==> config.mk <==
export PLATFORM = sky130hd
export DESIGN_NAME = alu_ctrl
export DESIGN_NICKNAME = d
export VERILOG_FILES = /design/src/rtl/alu_ctrl.sv
export SDC_FILE = /design/constraint.sdc
export NUM_CORES = 1
export LEC_CHECK = 0
export BUFFER_PORTS_ARGS = -buffer_cell sky130_fd_sc_hd__buf_2
export CAP_MARGIN = 40
export CORE_MARGIN = 2
export CORE_UTILIZATION = 35
export DETAILED_ROUTE_END_ITERATION = 7
export PLACE_DENSITY_LB_ADDON = 0.1
export SYNTH_ARGS = -nofsm -noshare
export SYNTH_HDL_FRONTEND = slang
export SYNTH_SLANG_ARGS = --single-unit
==> constraint.sdc <==
create_clock -name clk_in -period 1.8 [get_ports clk_in]
set_input_delay 0.18 -clock clk_in [delete_from_list [all_inputs] [get_ports clk_in]]
set_output_delay 0.18 -clock clk_in [all_outputs]
set_load 0.05 [all_outputs]
==> src/rtl/alu_ctrl.sv <==
// Multi-pass sequencer for an external combinational 8-bit ALU: accepts one
// command, feeds the ALU result back into operand A for cnt+1 passes, then holds the result.
module alu_ctrl #(
    parameter int CNT_W = 3
) (
    input  logic             clk_in,
    input  logic             rst_n_in,
    input  logic             cmd_valid_in,
    output logic             cmd_ready_out,
    input  logic [4:0]       cmd_op_in,
    input  logic             cmd_carry_in,
    input  logic [7:0]       cmd_a_in,
    input  logic [7:0]       cmd_b_in,
    input  logic [CNT_W-1:0] cmd_cnt_in,
    output logic [4:0]       alu_sel_out,
    output logic             alu_carry_out,
    output logic [7:0]       alu_a_out,
    output logic [7:0]       alu_b_out,
    input  logic [7:0]       alu_y_in,
    output logic             rsp_valid_out,
    input  logic             rsp_ready_in,
    output logic [7:0]       rsp_y_out,
    output logic             rsp_zero_out
);

    localparam logic [1:0] ST_IDLE = 2'd0;
    localparam logic [1:0] ST_EXEC = 2'd1;
    localparam logic [1:0] ST_RESP = 2'd2;
    localparam logic [CNT_W-1:0] CNT_ONE = CNT_W'(1);

    logic [1:0]       r_state;
    logic             r_started;
    logic [4:0]       r_op;
    logic             r_carry;
    logic [7:0]       r_a;
    logic [7:0]       r_b;
    logic [CNT_W-1:0] r_cnt;
    logic [7:0]       r_rsp_y;

    logic w_cmd_hs;
    logic w_rsp_hs;

    // r_started keeps ready low while reset is held and for the cycle it releases in.
    assign cmd_ready_out = r_started && (r_state == ST_IDLE);
    assign rsp_valid_out = (r_state == ST_RESP);
    assign w_cmd_hs      = cmd_valid_in && cmd_ready_out;
    assign w_rsp_hs      = rsp_valid_out && rsp_ready_in;

    assign alu_sel_out   = r_op;
    assign alu_carry_out = r_carry;
    assign alu_a_out     = r_a;
    assign alu_b_out     = r_b;
    assign rsp_y_out     = r_rsp_y;
    assign rsp_zero_out  = (r_rsp_y == 8'h00);

    always_ff @(posedge clk_in or negedge rst_n_in) begin
        if (!rst_n_in) begin
            r_state   <= ST_IDLE;
            r_started <= 1'b0;
            r_op      <= '0;
            r_carry   <= 1'b0;
            r_a       <= '0;
            r_b       <= '0;
            r_cnt     <= '0;
            r_rsp_y   <= '0;
        end else begin
            r_started <= 1'b1;
            case (r_state)
                ST_IDLE: begin
                    if (w_cmd_hs) begin
                        r_op    <= cmd_op_in;
                        r_carry <= cmd_carry_in;
                        r_a     <= cmd_a_in;
                        r_b     <= cmd_b_in;
                        r_cnt   <= cmd_cnt_in;
                        r_state <= ST_EXEC;
                    end
                end
                ST_EXEC: begin
                    r_a <= alu_y_in;
                    if (r_cnt == '0) begin
                        r_rsp_y <= alu_y_in;
                        r_state <= ST_RESP;
                    end else begin
                        r_cnt <= r_cnt - CNT_ONE;
                    end
                end
                ST_RESP: begin
                    if (w_rsp_hs)
                        r_state <= ST_IDLE;
                end
                default: r_state <= ST_IDLE;
            endcase
        end
    end

endmodule

; ---- After elaboration in Yosys (flattened, before gate mapping)
; Cells that the tools add are included.
[classes]
n_addsub = 1
eq_ne = 6
n_mux = 9
reduce_logical = 12
[ops]
columns = cell, count
row1 = $pmux W8 S2, 1
row2 = $logic_not A8 Y1, 1
row3 = $mux W8, 1
row4 = $mux W2, 3
row5 = $mux W3, 2
row6 = $ne A2 B2 Y1 const B, 3
row7 = $pmux W2 S3, 1
row8 = $pmux W3 S2, 1
row9 = $reduce_and A2 Y1, 3
row10 = $reduce_and A3 Y1, 2
row11 = $logic_and A1 B1 Y1, 3
row12 = $logic_not A3 Y1, 1
row13 = $sub A3 B1 Y3 const B, 1
row14 = $eq A2 B1 Y1 const B, 1
row15 = $eq A2 B2 Y1 const B, 1
row16 = $logic_not A2 Y1, 1
row17 = $ne A2 B1 Y1 const B, 1
row18 = $reduce_bool A2 Y1, 1
[totals]
register_bits = 36
inputBits = 37

; ---- Logic depth before layout (Yosys ltp)
; Gate-level depths: netlist of the first run.
[logic_depth]
ltp_word = 5
depth_mapped = 5

; ---- Worst setup path before layout of the first run
; OpenSTA, ideal clock, no wires.
[synth_timing]
path_type = reg2out
from = register r_rsp_y[5], in the netlist rsp_y_out[5]
to = output rsp_zero_out
t_arrival_ps = 1791
required_time_ps = 1620
path_slack_ps = -171
path_stages_with_launch = 3
path_buffers = 0
path_cell_list = dfrtp_1 or4_1 nor2_1
[synth_between]
elab_chain_len = 1
[synth_lines]
columns = element, line
row1 = "start, declared", 38  ; logic [7:0] r_rsp_y;
row2 = "start signal, assigned", 82  ; r_rsp_y <= alu_y_in;
row3 = $logic_not A8 Y1, 54  ; assign rsp_zero_out = (r_rsp_y == 8'h00);
row4 = "end, declared", 23  ; output logic rsp_zero_out
; No other way between the ends.

; ---- Worst setup path after layout of the first run
; Ends and elaborated chain as after synthesis.

==> impl_summary.txt, run 1 <==
----------------------------------------------------
[STA]
  Max Slew Vio Count ... 0
  Setup violation total in the final timing report ... 0
  Actual transition at the worst max-transition pin ... 0.804 ns
  Minimum clock period after layout ... 1.72 ns
  Number of endpoints with negative hold slack in the final report ... 27
  Fmax achieved ... 0.581 GHz
  Setup repair after global routing missed its margin ... false
  Post-route clock skew ... 0.00713 ns
  Worst slew margin relative to its limit ... 0.464
  Share of the clock period used by the worst path ... 0.956
  Worst hold slack ... -0.0211 ns
  Post-route setup TNS ... 0 ns

[Route]
  Vias per std cell ... 4.73
  Number of nets still failing antenna checks after routing ... 0
  Mean routed wirelength per cell ... 13.5 um
  DRC viols ... 0
  Drt first pass iters ... 2
  Post-detailed-routing wire length ... 3.29 mm
  DR iter-0 viols ... 48
  Vias post-DR ... 1153

[Setup path]
  Minimum setup slack among reg-to-reg paths ... 0.29 ns
  WS Path Type ... reg2out
  Termination of the worst setup path ... rsp_zero_out
  Max FO, Critical Path ... 3
  R2R Path End ... rsp_y_out[2]
  Logic depth of the worst register-to-register path ... 5
  Critical Path AT ... 1.54 ns
  Critical Path End Type ... output port
  Startpoint type of the worst setup path ... register
  Worst setup path startpoint ... rsp_y_out[5]
  Worst flop-to-flop path startpoint ... r_cnt[0]
  Data required time at the worst endpoint ... 1.62 ns

[Synthesis]
  Cell count after synthesis ... 118
  Synthesis Warnings ... 0
  Part of the Yosys area used for sequential elements ... 0.581
  Top-area cell type share of the netlist area ... 0.581
  Top cells by area, synth ... sky130_fd_sc_hd__dfrtp_1, sky130_fd_sc_hd__mux2_2, sky130_fd_sc_hd__mux2i_1
  Synth Net Count ... 157
  Post-synthesis register bit count ... 36
  Post-synth design cell area ... 1550 sq um
  Yosys cell types ... 25
  Avg Synthesized Cell Area ... 13.1 sq um
  Cell type with the largest total area after synthesis ... sky130_fd_sc_hd__dfrtp_1

[Clock tree]
  Buffers inserted during post-CTS setup optimization ... 0
  Number of sinks driven by the clock tree ... 36
  Hold_buf cts ... 0
  Worst-skew pair later-pin latency ... 0.29 ns
  Clock-pin slew on the worst setup and hold paths ... 0.07 ns
  Deepest clock path buffer count ... 2
  Number of gates given a new drive strength after cts ... 0
  Clk Tree Root Cell ... sky130_fd_sc_hd__clkbuf_8
  CTS H-Tree Depth ... 2
  CTS tree ... yes
  TritonCTS Buffers ... 5

[Place]
  Count of input and output buffers ... 69
  Detailed placement HPWL ... 2.46 mm
  Final RePlAce weighted congestion ... 0.716
  Post-placement cell area ... 1950 sq um

[Final layout]
  Combined flip-flop and latch cell area ... 901 sq um
  Fraction of layout instances using a drive strength above 1 ... 0.536
  Area used by multi-input combinational logic ... 589 sq um
  Top library cells by usage in the layout, fill and taps aside ... sky130_fd_sc_hd__buf_2, sky130_fd_sc_hd__dfrtp_1, sky130_fd_sc_hd__mux2_2
  Post-layout net count ... 231
  Area growth from synthesis to layout ... 30.6%
  Count of fill cells added during filler insertion ... 412
  Leading cell type in the layout, fill and taps excluded ... sky130_fd_sc_hd__buf_2
  Cell area after layout ... 2030 sq um
  N_diodes ... 0

[Floorplanning]
  Chip height ... 70.6 um
  Area of the die ... 4980 sq um
  Horizontal die dimension ... 70.6 um
  Core region area ... 4320 sq um
  Initial standard-cell utilization of the core ... 0.359
  I/O pin cnt ... 70
  Number of rows in the core area ... 24

[Run]
  Number of max-cap violations ... 0

[Global route]
  Via count of the first global-routing pass ... 1189
  Maximum number of pins on one net before global-route repair ... 37
  All-Layer GR Usage ... 0.142
  Total congestion overflow ... 0
  Number of antenna violations at the first check in global routing ... 0
  Wire length of the first global-routing pass ... 5.50 mm

[Hold path]
  Type of the tightest min-delay check ... in2async

[Status]
  Violated checks ... hold timing
  Status ... complete, but fails checks

----------------------------------------------------
## worst max-delay path: stages, from the launching register on
cell and delay [ns]:
sky130_fd_sc_hd__dfrtp_1 0.39, sky130_fd_sc_hd__or4_1 0.54, sky130_fd_sc_hd__nor2_2 0.13, sky130_fd_sc_hd__buf_4 0.20
## per-stage QoR
stage / worst slack, ns / util / cells / hold WS, ns
final: 0.0784 / 0.468 / 244 / -0.0211
after global placement: 0.348 / 0.450 / 237 / 0.310
after CTS: 0.00408 / 0.468 / 244 / 0.0112
after floorplan: 0.0282 / - / 118 / -0.116
after detailed placement: 0.296 / 0.450 / 237 / 0.316
after global routing: 0.00617 / 0.468 / 244 / 0.0475
## cells in the mapped netlist (all sizes together)
cell and number:
dfrtp 36, mux2i 9, nor3b 2, nand2b 1
o22ai 1, clkbuf 2, or4 2, a221oi 1
nand2 8, ha 2, a211oi 1, o21ai 9
a22o 1, conb 1, xnor2 1, and4bb 1
a21oi 2, buf 3, inv 6, mux2 22
nor2 3, nor2b 2, or2b 1, a21o 1
## sequential cells by signal, indices dropped and copies added (netlist names)
| register | cells |
|---|---|
| alu_b_out | 8 |
| alu_a_out | 8 |
| r_state | 2 |
| r_cnt | 3 |
| rsp_y_out | 8 |
| r_started | 1 |
| alu_carry_out | 1 |
| alu_sel_out | 5 |
## layout make-up
type	instances	share of cell area
clock buffer	6	0.0358
clock inverter	1	0.00247
inverter	6	0.0111
multi-input combinational	71	0.291
sequential	36	0.445
tap	52	0.0321
timing repair buffer	72	0.183
## routing by layer
layer	GRT usage	share of wire
met3	0.0484	0.085
met2	0.231	0.47
met5	0	0
met1	0.177	0.43
met4	0.0566	0.017
## logic make-up after synthesis
kind of cell / Yosys count / share of synthesized area
xor gates and xnor gates: 1 / 0.00565
other: 1 / 0.00242
AOI/OAI and AO/OA: 16 / 0.0605
buffers and inverters: 11 / 0.0411
muxes: 31 / 0.218
and+or+nand+nor: 20 / 0.0758
DFF: 36 / 0.581
adders and majority gates: 2 / 0.0161
## worst min-delay path by stage
stage                        start  cells after the start      endpoint  slack (ns)
after floorplan           rst_n_in                      0  alu_a_out[0]       -0.12
after global placement    rst_n_in                      1      r_cnt[2]        0.31
after detailed placement  rst_n_in                      1      r_cnt[0]        0.32
after CTS                 rst_n_in                      1      r_cnt[0]        0.01
after global routing      rst_n_in                      1      r_cnt[0]        0.05
final                     rst_n_in                      1      r_cnt[0]       -0.02
Power of run 1 is not shown: default switching activity piles up to over one toggle a cycle in this logic, so the estimate is an artifact.
==> run 2: changes to the inputs <==
--- a/config.mk
+++ b/config.mk
@@ -8,7 +8,8 @@
 export BUFFER_PORTS_ARGS = -buffer_cell sky130_fd_sc_hd__buf_2
 export CAP_MARGIN = 40
 export CORE_MARGIN = 2
-export CORE_UTILIZATION = 35
+export CORE_UTILIZATION = 48
+export CTS_BUF_LIST = sky130_fd_sc_hd__clkbuf_8
 export DETAILED_ROUTE_END_ITERATION = 7
 export PLACE_DENSITY_LB_ADDON = 0.1
 export SYNTH_ARGS = -nofsm -noshare
==> impl_summary.txt, run 2 (synthesized netlist as in run 1, its figures left out) <==
----------------------------------------------------
[Hold path]
  Hold path cells ... 3
  Type of the tightest min-delay check ... in2reg
  Hold Startpoint ... alu_y_in[1]
  Destination of the worst hold path ... alu_a_out[1]

[Status]
  Status ... finished, final reports clean

[Clock tree]
  Clock-pin slew on the worst setup and hold paths ... 0.07 ns
  CTS tree ... yes
  Worst-skew pair later-pin latency ... 0.28 ns
  CTS H-Tree Depth ... 2
  Buffers inserted during post-CTS setup optimization ... 0
  Deepest clock path buffer count ... 2
  TritonCTS Buffers ... 5
  Number of sinks driven by the clock tree ... 36
  Clk Tree Root Cell ... sky130_fd_sc_hd__clkbuf_8

[Final layout]
  Count of fill cells added during filler insertion ... 252
  N_diodes ... 0
  Combined flip-flop and latch cell area ... 901 sq um
  Area growth from synthesis to layout ... 32.7%
  Area used by multi-input combinational logic ... 589 sq um
  Top library cells by usage in the layout, fill and taps aside ... sky130_fd_sc_hd__buf_2, sky130_fd_sc_hd__dfrtp_1, sky130_fd_sc_hd__mux2_2
  Leading cell type in the layout, fill and taps excluded ... sky130_fd_sc_hd__buf_2
  Post-layout net count ... 232
  Fraction of layout instances using a drive strength above 1 ... 0.541

[Route]
  Drt first pass iters ... 6
  DRC viols ... 0
  Number of nets still failing antenna checks after routing ... 0
  DR iter-0 viols ... 31
  Post-detailed-routing wire length ... 3.09 mm
  Vias per std cell ... 4.87
  Vias post-DR ... 1160
  Mean routed wirelength per cell ... 13.0 um

[Run]
  Number of max-cap violations ... 0

[STA]
  Fmax achieved ... 0.584 GHz
  Post-route clock skew ... 0.00663 ns
  Worst slew margin relative to its limit ... 0.487
  Minimum clock period after layout ... 1.71 ns
  Actual transition at the worst max-transition pin ... 0.770 ns
  Share of the clock period used by the worst path ... 0.952
  Max Slew Vio Count ... 0
  Setup violation total in the final timing report ... 0
  Number of endpoints with negative hold slack in the final report ... 0
  Post-route setup TNS ... 0 ns
  Setup repair after global routing missed its margin ... false

[Setup path]
  Max FO, Critical Path ... 3
  Minimum setup slack among reg-to-reg paths ... 0.25 ns
  Logic depth of the worst register-to-register path ... 5
  R2R Path End ... rsp_y_out[5]
  Startpoint type of the worst setup path ... register
  Data required time at the worst endpoint ... 1.62 ns
  WS Path Type ... reg2out
  Worst flop-to-flop path startpoint ... r_cnt[0]
  Critical Path End Type ... output port
  Critical Path AT ... 1.53 ns

[Global route]
  Via count of the first global-routing pass ... 1129
  Total congestion overflow ... 0
  Maximum number of pins on one net before global-route repair ... 37
  Wire length of the first global-routing pass ... 4.83 mm
  All-Layer GR Usage ... 0.181
  Number of antenna violations at the first check in global routing ... 0

[Floorplanning]
  Initial standard-cell utilization of the core ... 0.508
  Area of the die ... 3700 sq um
  I/O pin cnt ... 70
  Horizontal die dimension ... 60.9 um
  Chip height ... 60.9 um
  Number of rows in the core area ... 20
  Core region area ... 3050 sq um

[Place]
  Final RePlAce weighted congestion ... 0.754
  Count of input and output buffers ... 69
  Detailed placement HPWL ... 2.35 mm

----------------------------------------------------
[run 2: cell count changes in the layout (fill, tap and decap cells not counted), sizes merged]
cell,before,now
buf,72,71
bufinv,0,1
clkinvlp,0,1
dlygate4sd3,0,1
[run 2: worst max path at each step]
| stage | startpoint | to | slack, ns | cells past startpoint |
|---|---|---|---|---|
| after global routing | rsp_y_out[1] | rsp_zero_out | 0.005 | 3 |
| final | rsp_y_out[1] | rsp_zero_out | 0.09 | 3 |
| after floorplan | rsp_y_out[5] | rsp_zero_out | 0.03 | 2 |
| after global placement | r_cnt[0] | rsp_y_out[5] | 0.35 | 5 |
| after detailed placement | r_cnt[0] | rsp_y_out[7] | 0.28 | 5 |
| after CTS | rsp_y_out[1] | rsp_zero_out | 0.03 | 3 |
[run 2: metal layers]
layer,GRT usage,vias up,share of wire
met1,0.204,555,0.44
met2,0.326,44,0.50
li1,-,559,-
met5,0,-,0
met4,0.0839,0,0.0052
met3,0.0384,2,0.054
[run 2: critical path: stages, from the launching register on]
cell and delay (ns):
sky130_fd_sc_hd__dfrtp_1 0.39, sky130_fd_sc_hd__or4_1 0.55, sky130_fd_sc_hd__nor2_2 0.10, sky130_fd_sc_hd__clkbuf_4 0.23
[run 2: cell type report]
type | instances | share of cell area
well taps | 44 | 0.0267
inverters | 6 | 0.0109
multi-input cells | 71 | 0.286
flip-flops and latches | 36 | 0.437
repair buffers | 73 | 0.185
clock buffers | 5 | 0.0334
clock inverters | 3 | 0.0207
[run 2: what timing repair did]
action	4_1_cts	5_1_grt
endpoints found under the setup margin	0	1
hold buffers	1	0
gates resized for setup	0	1
endpoints found under the hold margin	36	0
[run 2: per-stage QoR]
step / util / instances / worst slack (ns) / hold slack, ns / cell area (sq um)
2_1_floorplan: - / 118 / 0.0282 / -0.116 / 1550
3_3_place_gp: 0.634 / 229 / 0.348 / 0.298 / 1940
3_5_place_dp: 0.634 / 229 / 0.276 / 0.297 / 1940
4_1_cts: 0.674 / 238 / 0.0332 / 0.119 / 2060
5_1_grt: 0.675 / 238 / 0.00455 / 0.115 / 2060
6_report: 0.675 / 238 / 0.0867 / 0.129 / 2060
Power of run 2 is left out for the same reason.
